**config.mk**
```make
export PLATFORM = sky130hd
export DESIGN_NAME = param_step_acc
export DESIGN_NICKNAME = d
export VERILOG_FILES = /design/src/rtl/param_step_acc.sv
export SDC_FILE = /design/constraint.sdc
export NUM_CORES = 1
export LEC_CHECK = 0
export ABC_CLOCK_PERIOD_IN_PS = 2600
export CAP_MARGIN = 20
export CORE_ASPECT_RATIO = 1.1
export CORE_MARGIN = 5
export CORE_UTILIZATION = 45
export DETAILED_ROUTE_END_ITERATION = 10
export GPL_TIMING_DRIVEN = 1
export PLACE_DENSITY = 0.78
export SLEW_MARGIN = 20
export SYNTH_ARGS = -nofsm -noshare
export SYNTH_HDL_FRONTEND = slang
export SYNTH_SLANG_ARGS = --single-unit
export TNS_END_PERCENT = 30
```
**constraint.sdc**
```tcl
create_clock -name clk -period 2.6 [get_ports clk]
set_clock_uncertainty 0.15 [all_clocks]
set_input_delay 0.26 -clock clk [delete_from_list [all_inputs] [get_ports clk]]
set_output_delay 0.26 -clock clk [all_outputs]
set_load 0.02 [all_outputs]
```
**src/rtl/param_step_acc.sv**
```systemverilog
// ============================================================================
// Module  : param_step_acc
// Brief   : Multi-channel step accumulator with registered valid/ready
//           response slot, per-op and sticky overflow reporting.
//           Build option: PARAM_STEP_ACC_SAT_EN (saturate instead of wrap).
// Revision: 1.0 - initial release
// ============================================================================
`default_nettype none

module param_step_acc #(
  parameter int WIDTH    = 4,
  parameter int CHANNELS = 4,
  parameter int INC      = 1,
  parameter int SIGNED   = 0,
  localparam int CW      = (CHANNELS > 1) ? $clog2(CHANNELS) : 1
) (
  input  logic                      clk,
  input  logic                      rst_n,
  input  logic                      cmd_valid,
  output logic                      cmd_ready,
  input  logic [CW-1:0]             cmd_chan,
  input  logic [1:0]                cmd_op,
  input  logic [WIDTH-1:0]          cmd_arg,
  output logic                      rsp_valid,
  input  logic                      rsp_ready,
  output logic [CW-1:0]             rsp_chan,
  output logic [WIDTH-1:0]          rsp_data,
  output logic                      rsp_ovf,
  output logic                      rsp_err,
  output logic [CHANNELS*WIDTH-1:0] count,
  output logic [CHANNELS-1:0]       ovf_sticky,
  input  logic [CHANNELS-1:0]       clr_sticky
);

  localparam int               c_ew       = WIDTH + 2;
  localparam logic [0:0]       c_st_empty = 1'b0;
  localparam logic [0:0]       c_st_full  = 1'b1;
  localparam logic [CW:0]      c_nch      = (CW+1)'(CHANNELS);
  localparam logic [WIDTH-1:0] c_inc      = WIDTH'(INC);
  localparam logic [WIDTH-1:0] c_max      = (SIGNED != 0) ? {1'b0, {(WIDTH-1){1'b1}}}
                                                          : {WIDTH{1'b1}};
  localparam logic [WIDTH-1:0] c_min      = (SIGNED != 0) ? {1'b1, {(WIDTH-1){1'b0}}}
                                                          : {WIDTH{1'b0}};

  logic [0:0]       r_state;
  logic [0:0]       w_state_nxt;
  logic             w_accept;
  logic             w_chan_ok;
  logic [WIDTH-1:0] w_acc_cur;
  logic [WIDTH-1:0] w_step;
  logic [c_ew-1:0]  w_acc_ext;
  logic [c_ew-1:0]  w_step_ext;
  logic [c_ew-1:0]  w_sum;
  logic             w_sum_ovf;
  logic             w_ovf;
  logic [WIDTH-1:0] w_step_res;
  logic [WIDTH-1:0] w_res;
  logic [CW-1:0]    r_rsp_chan;
  logic [WIDTH-1:0] r_rsp_data;
  logic             r_rsp_ovf;
  logic             r_rsp_err;

  // Response slot FSM: state register
  always_ff @(posedge clk or negedge rst_n) begin
    if (!rst_n) r_state <= c_st_empty;
    else        r_state <= w_state_nxt;
  end

  always_comb begin
    w_state_nxt = r_state;
    case (r_state)
      c_st_empty: if (w_accept) w_state_nxt = c_st_full;
      c_st_full:  if (rsp_ready && !w_accept) w_state_nxt = c_st_empty;
      default:    w_state_nxt = c_st_empty;
    endcase
  end

  always_comb begin
    rsp_valid = (r_state == c_st_full);
    cmd_ready = (r_state == c_st_empty) || rsp_ready;
    w_accept  = cmd_valid && cmd_ready;
  end

  assign w_chan_ok = ({1'b0, cmd_chan} < c_nch);

  // Out-of-range channels read as zero so the datapath never indexes past the array
  always_comb begin
    w_acc_cur = '0;
    for (int k = 0; k < CHANNELS; k++) begin
      if (cmd_chan == CW'(k)) w_acc_cur = count[k*WIDTH +: WIDTH];
    end
  end

  assign w_step     = (cmd_op == 2'b00) ? c_inc : cmd_arg;
  assign w_acc_ext  = (SIGNED != 0) ? {{2{w_acc_cur[WIDTH-1]}}, w_acc_cur}
                                    : {2'b00, w_acc_cur};
  assign w_step_ext = {{2{w_step[WIDTH-1]}}, w_step};
  assign w_sum      = w_acc_ext + w_step_ext;

  // Exact sum fits in WIDTH+2 signed bits; overflow when the guard bits disagree with the range
  always_comb begin
    if (SIGNED != 0)
      w_sum_ovf = !((&w_sum[c_ew-1:WIDTH-1]) || !(|w_sum[c_ew-1:WIDTH-1]));
    else
      w_sum_ovf = |w_sum[c_ew-1:WIDTH];
  end

  assign w_ovf = w_sum_ovf && !cmd_op[1] && w_chan_ok;

  always_comb begin
    w_step_res = w_sum[WIDTH-1:0];
`ifdef PARAM_STEP_ACC_SAT_EN
    if (w_sum_ovf) w_step_res = w_sum[c_ew-1] ? c_min : c_max;
`endif
  end

  always_comb begin
    case (cmd_op)
      2'b10:   w_res = cmd_arg;
      2'b11:   w_res = '0;
      default: w_res = w_step_res;
    endcase
  end

  always_ff @(posedge clk or negedge rst_n) begin
    if (!rst_n) begin
      r_rsp_chan <= '0;
      r_rsp_data <= '0;
      r_rsp_ovf  <= 1'b0;
      r_rsp_err  <= 1'b0;
    end else if (w_accept) begin
      r_rsp_chan <= cmd_chan;
      r_rsp_data <= w_chan_ok ? w_res : '0;
      r_rsp_ovf  <= w_ovf;
      r_rsp_err  <= !w_chan_ok;
    end
  end

  assign rsp_chan = r_rsp_chan;
  assign rsp_data = r_rsp_data;
  assign rsp_ovf  = r_rsp_ovf;
  assign rsp_err  = r_rsp_err;

  for (genvar k = 0; k < CHANNELS; k++) begin : g_chan
    logic [WIDTH-1:0] r_acc;
    logic             r_sticky;
    logic             w_hit;

    assign w_hit = w_accept && w_chan_ok && (cmd_chan == CW'(k));

    always_ff @(posedge clk or negedge rst_n) begin
      if (!rst_n)     r_acc <= '0;
      else if (w_hit) r_acc <= w_res;
    end

    // A new overflow outranks a same-cycle clear
    always_ff @(posedge clk or negedge rst_n) begin
      if (!rst_n)              r_sticky <= 1'b0;
      else if (w_hit && w_ovf) r_sticky <= 1'b1;
      else if (clr_sticky[k])  r_sticky <= 1'b0;
    end

    assign count[k*WIDTH +: WIDTH] = r_acc;
    assign ovf_sticky[k]           = r_sticky;
  end

endmodule

`default_nettype wire

```
==> impl_metrics.xml, run 1 <==
<?xml version="1.0" encoding="UTF-8"?>
<metrics>
  <group name="outcome">
    <metric name="outcome" unit="">finished, violations left</metric>
    <metric name="violations" unit="">setup timing</metric>
  </group>
  <group name="grt">
    <metric name="first_pass_grt_wire_length" unit="um">6003</metric>
    <metric name="pin_count_of_the_biggest_net_entering_global_routing" unit="">29</metric>
    <metric name="grt.overflow.total" unit="">0</metric>
    <metric name="grt_use_total" unit="%">16.87</metric>
    <metric name="first_global_vias" unit="">1224</metric>
    <metric name="antenna_found_initial" unit="">0</metric>
  </group>
  <group name="floorplan">
    <metric name="initial_core_util" unit="%">47.22</metric>
    <metric name="die_height" unit="um">69.82</metric>
    <metric name="fp-row-count" unit="">21</metric>
    <metric name="die_w" unit="um">64.38</metric>
    <metric name="core_ar" unit="sq um">3100</metric>
    <metric name="design.die.area" unit="sq um">4495</metric>
    <metric name="io-pin-count" unit="">46</metric>
  </group>
  <group name="logic_synthesis">
    <metric name="synth-seq-area-share" unit="%">47.86</metric>
    <metric name="ys.flop_type" unit="">dfrtp_1</metric>
    <metric name="postSynthAreaPerCell" unit="sq um">11.09</metric>
    <metric name="yosysWarnings" unit="">0</metric>
    <metric name="library_cell_with_the_highest_instance_count_after_synthesis" unit="">dfrtp_1</metric>
    <metric name="synthesis.nets" unit="">154</metric>
    <metric name="synth_area" unit="sq um">1464</metric>
    <metric name="synthDominantAreaCellType" unit="">dfrtp_1</metric>
    <metric name="post_synthesis_sequential_element_count" unit="">28</metric>
    <metric name="synth-edff-count" unit="">0</metric>
    <metric name="yosys-top-cells-area" unit="">dfrtp_1 48%, mux4_2 6.2%, o21ai_1 4.4%, ha_1 4.3%, mux2_2 3.8%</metric>
    <metric name="synthDominantCellAreaShare" unit="%">47.86</metric>
    <metric name="synthTopCellsByCount" unit="">28 x dfrtp_1, 15 x nand2_1, 13 x o21ai_1</metric>
    <metric name="yosys.cell_types.count" unit="">34</metric>
    <metric name="cell_count_after_synthesis" unit="">132</metric>
    <metric name="async_flop_share" unit="%">100.0</metric>
  </group>
  <group name="sta">
    <metric name="final-setup-viol-count" unit="">1</metric>
    <metric name="finalCritPeriodShare" unit="%">100.1</metric>
    <metric name="finalWorstSetupSlack" unit="ns">-0.003137</metric>
    <metric name="fmaxAchievable" unit="MHz">384.2</metric>
    <metric name="final_period_minus_worst_setup_slack" unit="ns">2.603</metric>
    <metric name="max_slew.worst_pin.slew" unit="ns">0.6557</metric>
    <metric name="rsz0062_at_grt" unit="">true</metric>
    <metric name="slew_headroom" unit="%">56.08</metric>
    <metric name="finalHoldViolCount" unit="">0</metric>
    <metric name="drv_slew" unit="">0</metric>
  </group>
  <group name="pwr">
    <metric name="share_comb_of_total_power" unit="%">48.1</metric>
    <metric name="total_power" unit="uW">1760</metric>
    <metric name="int_pwr" unit="uW">1134</metric>
    <metric name="total_switching_power" unit="uW">626.6</metric>
    <metric name="total_leakage_power" unit="uW">0.0008941</metric>
    <metric name="pwr-share-clk" unit="%">16.2</metric>
    <metric name="peakVddDrop" unit="mV">0.4172</metric>
    <metric name="swShare" unit="%">35.59</metric>
    <metric name="share_seq_of_total_power" unit="%">35.8</metric>
    <metric name="power_density" unit="nW/um^2">849.7</metric>
  </group>
  <group name="critical_path">
    <metric name="worst-setup-path-type" unit="">flip-flop to flip-flop</metric>
    <metric name="worst_path_cell_trace" unit="">mux4_2 -&gt; ha_4 -&gt; inv_2 -&gt; fa_2 -&gt; nor2b_2 -&gt; o21a_1 -&gt; a31o_1 -&gt; a211o_4 -&gt; o21ai_2</metric>
    <metric name="critical_path_arrival" unit="ns">2.73</metric>
    <metric name="cp_top_family" unit="">compound AO/OA/AOI/OAI gates</metric>
    <metric name="timing.critical_path.fanout_max" unit="">5</metric>
    <metric name="end_kind" unit="">flip-flop</metric>
    <metric name="worst_setup_path_start_kind" unit="">flip-flop</metric>
    <metric name="worst-endpoint-required" unit="ns">2.73</metric>
    <metric name="timing.critical_path.slowest_stage_cell" unit="">mux4_2</metric>
    <metric name="worst-path-buf-inv" unit="">1</metric>
    <metric name="critical_path.max_stage_delay" unit="ns">0.51</metric>
  </group>
  <group name="cts">
    <metric name="tritoncts_clock_tree" unit="">done</metric>
    <metric name="cts_inserted_buffers" unit="">3</metric>
    <metric name="tritoncts_num_sinks" unit="">28</metric>
    <metric name="clock_buffer_depth" unit="">2</metric>
    <metric name="clock_tree.htree_level_count" unit="">1</metric>
    <metric name="clk-insertion-delay-late" unit="ns">0.33</metric>
    <metric name="clkTransAtPathRegs" unit="ns">0.15</metric>
    <metric name="clock_tree.root_cell" unit="">clkbuf_4</metric>
    <metric name="hold_buffers" unit="">0</metric>
  </group>
  <group name="final_layout">
    <metric name="finalInstanceArea" unit="sq um">2072</metric>
    <metric name="antennaDiodeCount" unit="">0</metric>
    <metric name="count_of_nets_after_finishing" unit="">207</metric>
    <metric name="multiInputGateArea" unit="sq um">694.4</metric>
    <metric name="regArea" unit="sq um">700.7</metric>
    <metric name="proportion_of_layout_cells_with_a_drive_suffix_above_1" unit="%">22.28</metric>
    <metric name="area.growth.synth_to_final" unit="%">41.54</metric>
    <metric name="fillCellCount" unit="">256</metric>
  </group>
  <group name="min_path">
    <metric name="hold_class" unit="">input pin to asynchronous set/reset pin</metric>
  </group>
  <group name="routing">
    <metric name="finalWirelength" unit="um">3601</metric>
    <metric name="route.antenna.remaining_nets" unit="">0</metric>
    <metric name="initialDrtViolationCount" unit="">41</metric>
    <metric name="wl_per_cell" unit="um">16.52</metric>
    <metric name="drc" unit="">0</metric>
    <metric name="detailedRoute.firstPassIterationCount" unit="">4</metric>
    <metric name="number_of_vias_per_cell_after_detailed_routing" unit="">5.335</metric>
    <metric name="vias" unit="">1163</metric>
  </group>
  <group name="placed_design">
    <metric name="detailed_place_hpwl" unit="um">2696</metric>
    <metric name="port_buffers" unit="">44</metric>
    <metric name="gp_congestion" unit="">0.7618</metric>
    <metric name="detailed_place.area" unit="sq um">1976</metric>
  </group>
  <group name="flow_run">
    <metric name="max_cap_violations" unit="">0</metric>
  </group>
</metrics>
what timing repair did:
item / in CTS / in global routing
resized for setup: 1 / 6
pin swaps: 0 / 10
endpoints found under the setup margin: 10 / 5
setup buffers: 0 / 2
layout make-up:
type	count	area share (%)
clock buffers	3	1.087
clock inverters	1	1.449
inverters	10	1.812
multi-input cells	84	33.51
flip-flops and latches	28	33.82
well taps	34	2.053
repair buffers	58	26.27
logic make-up (layout without fill, tap and decap cells):
logic type | Yosys count | count (layout) | share of synthesized area (%)
AO/OA/AOI/OAI | 30 | 30 | 15.04
XOR/XNOR | 1 | 1 | 0.5984
adder cells (fa/ha/maj) | 6 | 6 | 5.641
buffers and inverters | 20 | 72 | 6.752
flip-flops | 28 | 28 | 47.86
multiplexers | 11 | 11 | 11.54
other | 1 | 1 | 0.2562
AND/OR/NAND/NOR | 35 | 35 | 12.31
layer usage:
metal  track usage (%)  up-vias  part of all wire [%]
met5                 0        -                     0
met3             4.700        5                   5.5
li1                  -      552                     -
met1             20.97      575                    41
met2             27.98       31                    52
met4             5.634        0                   1.1
metrics by stage:
stage | setup slack, ns | utilization [%] | setup TNS, ns | hold slack [ns] | std cells
5_1_grt | -0.07650 | 66.83 | -0.2599 | 0.1383 | 218
2_1_floorplan | 0.05960 | - | 0 | -0.1856 | 132
6_report | -0.003137 | 66.83 | -0.003137 | 0.1329 | 218
3_3_place_gp | -0.4434 | 63.72 | -5.293 | 0.3252 | 212
4_1_cts | 0.007875 | 65.38 | 0 | 0.1371 | 216
3_5_place_dp | -0.5131 | 63.72 | -6.209 | 0.3217 | 212
power groups by stage:
stage	registers [uW]	clock network (uW)	logic (uW)
after global placement	639	0	783
final	629	285	846
after CTS	633	292	808
after detailed placement	642	0	803
after floorplan	763	0	311
after global routing	651	313	898
sequential cells by signal (all words and copies together), names as in the netlist:
name and count:
rsp_valid 1, rsp_chan 2, rsp_ovf 1, rsp_data 4, g_chan.r_acc 16, g_chan.r_sticky 4
cells in the final DEF, fill, tap and decap left out, types with 5 or more instances in the layout:
master and n:
o21ai_1 13, mux2_2 5, buf_4 14, clkdlybuf4s50_1 43
dfrtp_1 28, inv_1 8, nor2b_1 5, nand2_1 15
final timing paths:
kind                                                startpoint  cells past startpoint  slack, ns                        endpoint
min in group clk                                 clr_sticky[1]                      2       0.35  g_chan[1].r_sticky$_DFFE_PN0P_
worst max register to register  g_chan[2].r_acc[0]$_DFFE_PN0P_                      9     -0.003             rsp_ovf$_DFFE_PN0P_
worst max-delay path            g_chan[2].r_acc[0]$_DFFE_PN0P_                      9     -0.003             rsp_ovf$_DFFE_PN0P_
worst min-delay path                                     rst_n                      2       0.13  g_chan[2].r_acc[1]$_DFFE_PN0P_
max in group asynchronous                                rst_n                      2       1.89  g_chan[0].r_acc[2]$_DFFE_PN0P_
worst min register to register         rsp_data[0]$_DFFE_PN0P_                      2       0.36         rsp_data[0]$_DFFE_PN0P_
Power figures use the tool's default switching activity.
==> inputs of run 2 (changes only) <==
- SKIP_LAST_GASP: not set -> 1
==> run 2 against run 1 <==
The run still ends with setup timing left; setup slack worse by 0.0060 ns; combinational power hardly changed; total power is 0.23% higher; count of clock-buffer cells in the layout stayed put; core utilization stayed put; sequential cell count stayed put; largest power group unchanged.
==> impl_metrics.xml, run 2 (synthesized netlist as in run 1, its figures left out) <==
<?xml version="1.0" encoding="UTF-8"?>
<metrics>
  <group name="critical_path">
    <metric name="timing.critical_path.slowest_stage_cell" unit="">mux4_2</metric>
    <metric name="ff2ff_path_depth" unit="">9</metric>
    <metric name="regToRegSetupSlack" unit="ns">-0.009</metric>
    <metric name="end_kind" unit="">flip-flop</metric>
    <metric name="cp_top_family" unit="">compound AO/OA/AOI/OAI gates</metric>
    <metric name="worst_path_cell_trace" unit="">mux4_2 -&gt; ha_4 -&gt; inv_2 -&gt; fa_2 -&gt; nor2b_2 -&gt; o21a_1 -&gt; a31o_1 -&gt; a211o_4 -&gt; o21ai_2</metric>
    <metric name="worst-setup-path-type" unit="">flip-flop to flip-flop</metric>
    <metric name="worst_setup_path_start_kind" unit="">flip-flop</metric>
    <metric name="worst-endpoint-required" unit="ns">2.73</metric>
    <metric name="critical_path_arrival" unit="ns">2.74</metric>
    <metric name="timing.critical_path.fanout_max" unit="">5</metric>
    <metric name="worst_r2r_endpoint" unit="">rsp_ovf$_DFFE_PN0P_</metric>
    <metric name="rr_startpoint" unit="">g_chan[2].r_acc[0]$_DFFE_PN0P_</metric>
    <metric name="critical_path.max_stage_delay" unit="ns">0.51</metric>
    <metric name="worst-path-buf-inv" unit="">1</metric>
  </group>
  <group name="grt">
    <metric name="grt_use_total" unit="%">16.87</metric>
    <metric name="pin_count_of_the_biggest_net_entering_global_routing" unit="">29</metric>
    <metric name="first_global_vias" unit="">1224</metric>
    <metric name="first_pass_grt_wire_length" unit="um">6003</metric>
    <metric name="antenna_found_initial" unit="">0</metric>
    <metric name="grt.overflow.total" unit="">0</metric>
  </group>
  <group name="final_layout">
    <metric name="count_of_nets_after_finishing" unit="">207</metric>
    <metric name="layout.cells.most_common" unit="">clkdlybuf4s50_1</metric>
    <metric name="non_filler_cells_final" unit="">218</metric>
    <metric name="final_core_utilization" unit="%">66.83</metric>
    <metric name="proportion_of_layout_cells_with_a_drive_suffix_above_1" unit="%">22.28</metric>
    <metric name="largest_reg_flops" unit="">16</metric>
    <metric name="antennaDiodeCount" unit="">0</metric>
    <metric name="max_flop_register" unit="">g_chan.r_acc</metric>
    <metric name="layout_common_cells" unit="">43 x clkdlybuf4s50_1, 28 x dfrtp_1, 15 x nand2_1</metric>
    <metric name="fillCellCount" unit="">256</metric>
    <metric name="area.growth.synth_to_final" unit="%">41.54</metric>
  </group>
  <group name="floorplan">
    <metric name="fp-row-count" unit="">21</metric>
    <metric name="design.die.area" unit="sq um">4495</metric>
    <metric name="core_ar" unit="sq um">3100</metric>
    <metric name="initial_core_util" unit="%">47.22</metric>
    <metric name="io-pin-count" unit="">46</metric>
    <metric name="die_w" unit="um">64.38</metric>
    <metric name="die_height" unit="um">69.82</metric>
  </group>
  <group name="sta">
    <metric name="final-setup-viol-count" unit="">1</metric>
    <metric name="slew_headroom" unit="%">56.38</metric>
    <metric name="fmaxAchievable" unit="MHz">383.3</metric>
    <metric name="max_slew.worst_pin.slew" unit="ns">0.6512</metric>
    <metric name="finalCritPeriodShare" unit="%">100.4</metric>
    <metric name="drv_slew" unit="">0</metric>
    <metric name="final_period_minus_worst_setup_slack" unit="ns">2.609</metric>
    <metric name="rsz0062_at_grt" unit="">true</metric>
    <metric name="finalHoldViolCount" unit="">0</metric>
    <metric name="finalWorstSetupSlack" unit="ns">-0.009110</metric>
  </group>
  <group name="flow_run">
    <metric name="max_cap_violations" unit="">0</metric>
  </group>
  <group name="pwr">
    <metric name="total_leakage_power" unit="uW">0.0008943</metric>
    <metric name="share_seq_of_total_power" unit="%">35.7</metric>
    <metric name="pwr-share-clk" unit="%">16.3</metric>
    <metric name="int_pwr" unit="uW">1134</metric>
    <metric name="swShare" unit="%">35.74</metric>
    <metric name="peakVddDrop" unit="mV">0.4175</metric>
    <metric name="power_density" unit="nW/um^2">851.6</metric>
    <metric name="share_comb_of_total_power" unit="%">48.0</metric>
    <metric name="total_switching_power" unit="uW">630.6</metric>
  </group>
  <group name="routing">
    <metric name="number_of_vias_per_cell_after_detailed_routing" unit="">5.362</metric>
    <metric name="detailedRoute.firstPassIterationCount" unit="">4</metric>
    <metric name="drc" unit="">0</metric>
    <metric name="route.antenna.remaining_nets" unit="">0</metric>
    <metric name="vias" unit="">1169</metric>
    <metric name="finalWirelength" unit="um">3622</metric>
    <metric name="wl_per_cell" unit="um">16.61</metric>
    <metric name="initialDrtViolationCount" unit="">60</metric>
  </group>
  <group name="placed_design">
    <metric name="port_buffers" unit="">44</metric>
    <metric name="gp_congestion" unit="">0.7618</metric>
    <metric name="detailed_place_hpwl" unit="um">2696</metric>
    <metric name="placed_cells" unit="">212</metric>
  </group>
  <group name="cts">
    <metric name="clock_tree.root_cell" unit="">clkbuf_4</metric>
    <metric name="clock_tree.htree_level_count" unit="">1</metric>
    <metric name="tritoncts_clock_tree" unit="">done</metric>
    <metric name="clk-insertion-delay-late" unit="ns">0.33</metric>
    <metric name="tritoncts_num_sinks" unit="">28</metric>
    <metric name="clkTransAtPathRegs" unit="ns">0.16</metric>
    <metric name="hold_buffers" unit="">0</metric>
    <metric name="clock_buffer_depth" unit="">2</metric>
    <metric name="cts_inserted_buffers" unit="">3</metric>
  </group>
  <group name="outcome">
    <metric name="outcome" unit="">finished, violations left</metric>
    <metric name="violations" unit="">setup timing</metric>
  </group>
  <group name="min_path">
    <metric name="hold_class" unit="">input pin to asynchronous set/reset pin</metric>
  </group>
</metrics>
==> run 2: cell counts in the layout (fill, tap and decap cells not counted) <==
Identical to the previous run, type by type.
==> run 2: worst max-delay path by stage <==
stage	start	end	cells past startpoint
after floorplan	cmd_chan[0]	g_chan[3].r_sticky$_DFFE_PN0P_	10
after global placement	cmd_chan[0]	g_chan[2].r_sticky$_DFFE_PN0P_	8
after detailed placement	cmd_chan[0]	g_chan[2].r_sticky$_DFFE_PN0P_	10
after CTS	g_chan[3].r_acc[0]$_DFFE_PN0P_	g_chan[2].r_sticky$_DFFE_PN0P_	9
after global routing	g_chan[0].r_acc[0]$_DFFE_PN0P_	rsp_ovf$_DFFE_PN0P_	9
final	g_chan[2].r_acc[0]$_DFFE_PN0P_	rsp_ovf$_DFFE_PN0P_	9
==> run 2: timing repair <==
action / 4_1_cts / 5_1_grt
gates resized for setup: 1 / 6
pin swaps: 0 / 9
setup endpoints to repair: 10 / 5
buffers inserted: 0 / 2
==> run 2: stage by stage <==
step           power (uW)   TNS [ns]  setup WS, ns  cell area, sq um  hold WS (ns)
6_report             1765  -0.009110     -0.009110              2072        0.1308
3_3_place_gp         1422     -5.293       -0.4434              1976        0.3252
3_5_place_dp         1446     -6.209       -0.5131              1976        0.3217
4_1_cts              1733          0      0.007875              2027        0.1371
2_1_floorplan        1074          0       0.05960              1464       -0.1856
5_1_grt              1862    -0.2809      -0.07707              2072        0.1383
==> run 2: power groups by stage <==
stage	registers (uW)	clock network (uW)	logic [uW]
global placement	639	0	783
detailed placement	642	0	803
global route	651	313	898
finish	630	288	846
CTS	633	292	808
floorplan	763	0	311
==> run 2: layer usage <==
| metal | part of all wire, % | track usage [%] |
|---|---|---|
| met4 | 1.1 | 5.634 |
| met3 | 5.5 | 4.700 |
| met1 | 42 | 20.97 |
| met2 | 52 | 27.98 |
| met5 | 0 | 0 |
==> run 2: final cells by class <==
class	count	area, sq um	area share [%]
inverter	10	37.54	1.812
clock inverter	1	30.03	1.449
tap	34	42.54	2.053
timing repair buffer	58	544.3	26.27
sequential	28	700.7	33.82
multi-input combinational	84	694.4	33.51
clock buffer	3	22.52	1.087
==> inputs of run 3 (changes only) <==
- ABC_CLOCK_PERIOD_IN_PS: 2600 -> 2410
- clock period: 2.6 -> 2.41 ns (I/O delays scaled with it)
==> run 3 against run 2 <==
The run still ends with setup timing left; sequential cell count unchanged; global-route usage increased by 2.1 points; largest power group unchanged; setup slack got worse by 0.15 ns.
==> impl_metrics.xml, run 3 (synthesized netlist as in run 1, its figures left out) <==
<?xml version="1.0" encoding="UTF-8"?>
<metrics>
  <group name="outcome">
    <metric name="outcome" unit="">finished, violations left</metric>
    <metric name="violations" unit="">setup timing</metric>
  </group>
  <group name="routing">
    <metric name="wl_per_cell" unit="um">16.41</metric>
    <metric name="drc" unit="">0</metric>
    <metric name="initialDrtViolationCount" unit="">71</metric>
    <metric name="finalWirelength" unit="um">3774</metric>
    <metric name="vias" unit="">1195</metric>
    <metric name="detailedRoute.firstPassIterationCount" unit="">4</metric>
    <metric name="number_of_vias_per_cell_after_detailed_routing" unit="">5.196</metric>
    <metric name="route.antenna.remaining_nets" unit="">0</metric>
  </group>
  <group name="cts">
    <metric name="cts_inserted_buffers" unit="">3</metric>
    <metric name="tritoncts_clock_tree" unit="">done</metric>
    <metric name="clock_tree.htree_level_count" unit="">1</metric>
    <metric name="clkTransAtPathRegs" unit="ns">0.15</metric>
    <metric name="hold_buffers" unit="">0</metric>
    <metric name="tritoncts_num_sinks" unit="">28</metric>
    <metric name="clk-insertion-delay-late" unit="ns">0.33</metric>
    <metric name="clock_buffer_depth" unit="">2</metric>
    <metric name="clock_tree.root_cell" unit="">clkbuf_4</metric>
  </group>
  <group name="sta">
    <metric name="finalCritPeriodShare" unit="%">106.5</metric>
    <metric name="finalHoldViolCount" unit="">0</metric>
    <metric name="final_period_minus_worst_setup_slack" unit="ns">2.566</metric>
    <metric name="rsz0062_at_grt" unit="">true</metric>
    <metric name="finalWorstSetupSlack" unit="ns">-0.1564</metric>
    <metric name="drv_slew" unit="">0</metric>
    <metric name="fmaxAchievable" unit="MHz">389.7</metric>
    <metric name="final-setup-viol-count" unit="">10</metric>
  </group>
  <group name="pwr">
    <metric name="int_pwr" unit="uW">1219</metric>
    <metric name="pwr-share-clk" unit="%">12.2</metric>
    <metric name="total_power" unit="uW">1908</metric>
    <metric name="total_switching_power" unit="uW">688.6</metric>
    <metric name="peakVddDrop" unit="mV">0.4503</metric>
    <metric name="total_leakage_power" unit="uW">0.0009365</metric>
    <metric name="share_comb_of_total_power" unit="%">52.6</metric>
    <metric name="share_seq_of_total_power" unit="%">35.2</metric>
    <metric name="swShare" unit="%">36.10</metric>
    <metric name="power_density" unit="nW/um^2">885.4</metric>
  </group>
  <group name="final_layout">
    <metric name="finalInstanceArea" unit="sq um">2155</metric>
    <metric name="layout_common_cells" unit="">43 x clkdlybuf4s50_1, 26 x buf_4, 21 x dfrtp_1</metric>
    <metric name="layout.cells.most_common" unit="">clkdlybuf4s50_1</metric>
    <metric name="multiInputGateArea" unit="sq um">694.4</metric>
    <metric name="proportion_of_layout_cells_with_a_drive_suffix_above_1" unit="%">30.61</metric>
    <metric name="largest_reg_flops" unit="">16</metric>
    <metric name="max_flop_register" unit="">g_chan.r_acc</metric>
    <metric name="count_of_nets_after_finishing" unit="">219</metric>
    <metric name="regArea" unit="sq um">709.4</metric>
    <metric name="antennaDiodeCount" unit="">0</metric>
    <metric name="area.growth.synth_to_final" unit="%">47.18</metric>
    <metric name="fillCellCount" unit="">236</metric>
  </group>
  <group name="grt">
    <metric name="pin_count_of_the_biggest_net_entering_global_routing" unit="">29</metric>
    <metric name="antenna_found_initial" unit="">0</metric>
    <metric name="grt_use_total" unit="%">18.95</metric>
    <metric name="met2_usage" unit="%">32.11</metric>
    <metric name="first_pass_grt_wire_length" unit="um">6686</metric>
    <metric name="grt.overflow.total" unit="">0</metric>
    <metric name="first_global_vias" unit="">1342</metric>
    <metric name="gr-max-usage-layer" unit="">met2</metric>
    <metric name="met1_routing_resource_usage_after_global_routing" unit="%">23.27</metric>
    <metric name="groute.layer.met3.usage" unit="%">3.566</metric>
  </group>
  <group name="floorplan">
    <metric name="core_ar" unit="sq um">3100</metric>
    <metric name="io-pin-count" unit="">46</metric>
    <metric name="fp-row-count" unit="">21</metric>
    <metric name="initial_core_util" unit="%">47.22</metric>
    <metric name="design.die.area" unit="sq um">4495</metric>
    <metric name="die_height" unit="um">69.82</metric>
    <metric name="die_w" unit="um">64.38</metric>
  </group>
  <group name="critical_path">
    <metric name="critical_path_arrival" unit="ns">2.70</metric>
    <metric name="critical_path.max_stage_delay" unit="ns">0.50</metric>
    <metric name="end_kind" unit="">flip-flop</metric>
    <metric name="worst-setup-path-type" unit="">flip-flop to flip-flop</metric>
    <metric name="timing.critical_path.slowest_stage_cell" unit="">mux4_2</metric>
    <metric name="worst-endpoint-required" unit="ns">2.54</metric>
    <metric name="ff2ff_path_depth" unit="">9</metric>
    <metric name="worst_setup_path_start_kind" unit="">flip-flop</metric>
    <metric name="timing.critical_path.fanout_max" unit="">5</metric>
    <metric name="worst_path_cell_trace" unit="">mux4_2 -&gt; ha_4 -&gt; inv_2 -&gt; fa_2 -&gt; nor2b_2 -&gt; o21a_1 -&gt; a31o_1 -&gt; a211o_4 -&gt; o21ai_2</metric>
  </group>
  <group name="flow_run">
    <metric name="max_cap_violations" unit="">0</metric>
  </group>
  <group name="placed_design">
    <metric name="gp_congestion" unit="">0.8346</metric>
    <metric name="detailed_place_hpwl" unit="um">2949</metric>
    <metric name="port_buffers" unit="">44</metric>
    <metric name="detailed_place.area" unit="sq um">2085</metric>
  </group>
  <group name="min_path">
    <metric name="hold_class" unit="">input pin to asynchronous set/reset pin</metric>
  </group>
</metrics>
## run 3: cell types whose count changed in the layout (fill, tap and decap cells not counted), sizes merged
cell / change
buf: +12
clkbuf: +1
bufinv: -1
## run 3: metal layers
layer,vias to the layer above,part of all wire [%]
met2,39,50
met5,-,0
met1,571,42
li1,577,-
met4,0,2.6
met3,8,4.8
## run 3: power groups by stage
stage	Combinational [uW]	Clock (uW)	Sequential, uW
finish	1000	233	672
global route	1080	260	692
CTS	1000	242	673
global placement	948	0	679
floorplan	336	0	830
detailed placement	969	0	683
## run 3: timing repair
item | CTS | global route
buffers inserted | 1 | 0
setup endpoints to repair | 10 | 10
resized for setup | 6 | 0
pin swaps | 8 | 5
## run 3: cell type report
class                           instances  area share (%)
Timing Repair Buffer                   70           29.44
Tap cell                               34           1.974
Sequential cell                        28           32.93
Inverter                               10           1.742
Clock buffer                            4           1.684
Multi-Input combinational cell         84           32.23
## run 3: path summary, 6_finish.rpt
path | startpoint | to | slack (ns)
max in group asynchronous | rst_n | g_chan[0].r_acc[0]$_DFFE_PN0P_ | 1.72
min | rst_n | rsp_data[1]$_DFFE_PN0P_ | 0.10
max reg2reg | g_chan[0].r_acc[0]$_DFFE_PN0P_ | rsp_ovf$_DFFE_PN0P_ | -0.16
min reg2reg | rsp_chan[1]$_DFFE_PN0P_ | rsp_chan[1]$_DFFE_PN0P_ | 0.36
min in group clk | clr_sticky[3] | g_chan[3].r_sticky$_DFFE_PN0P_ | 0.32
max | g_chan[0].r_acc[0]$_DFFE_PN0P_ | rsp_ovf$_DFFE_PN0P_ | -0.16
## run 3: per-stage QoR
stage	instances	setup slack [ns]	setup TNS [ns]	hold slack, ns	utilization (%)
finish	230	-0.1564	-0.8786	0.1040	69.49
global route	230	-0.2538	-1.946	0.1362	69.49
CTS	230	-0.1431	-0.8059	0.1089	69.49
detailed placement	225	-0.6840	-8.923	0.3288	67.23
global placement	225	-0.5960	-7.681	0.3293	67.23
floorplan	132	-0.05585	-0.2247	-0.2046	-
## run 3: critical path, delay by kind of cell, from the launching register on
| kind | cells | cell delay [ns] |
|---|---|---|
| AND/OR/NAND/NOR | 1 | 0.05 |
| flip-flops | 1 | 0.44 |
| buffers and inverters | 1 | 0.05 |
| adder cells (fa/ha/maj) | 2 | 0.39 |
| AO/OA/AOI/OAI | 4 | 0.94 |
| multiplexers | 1 | 0.50 |
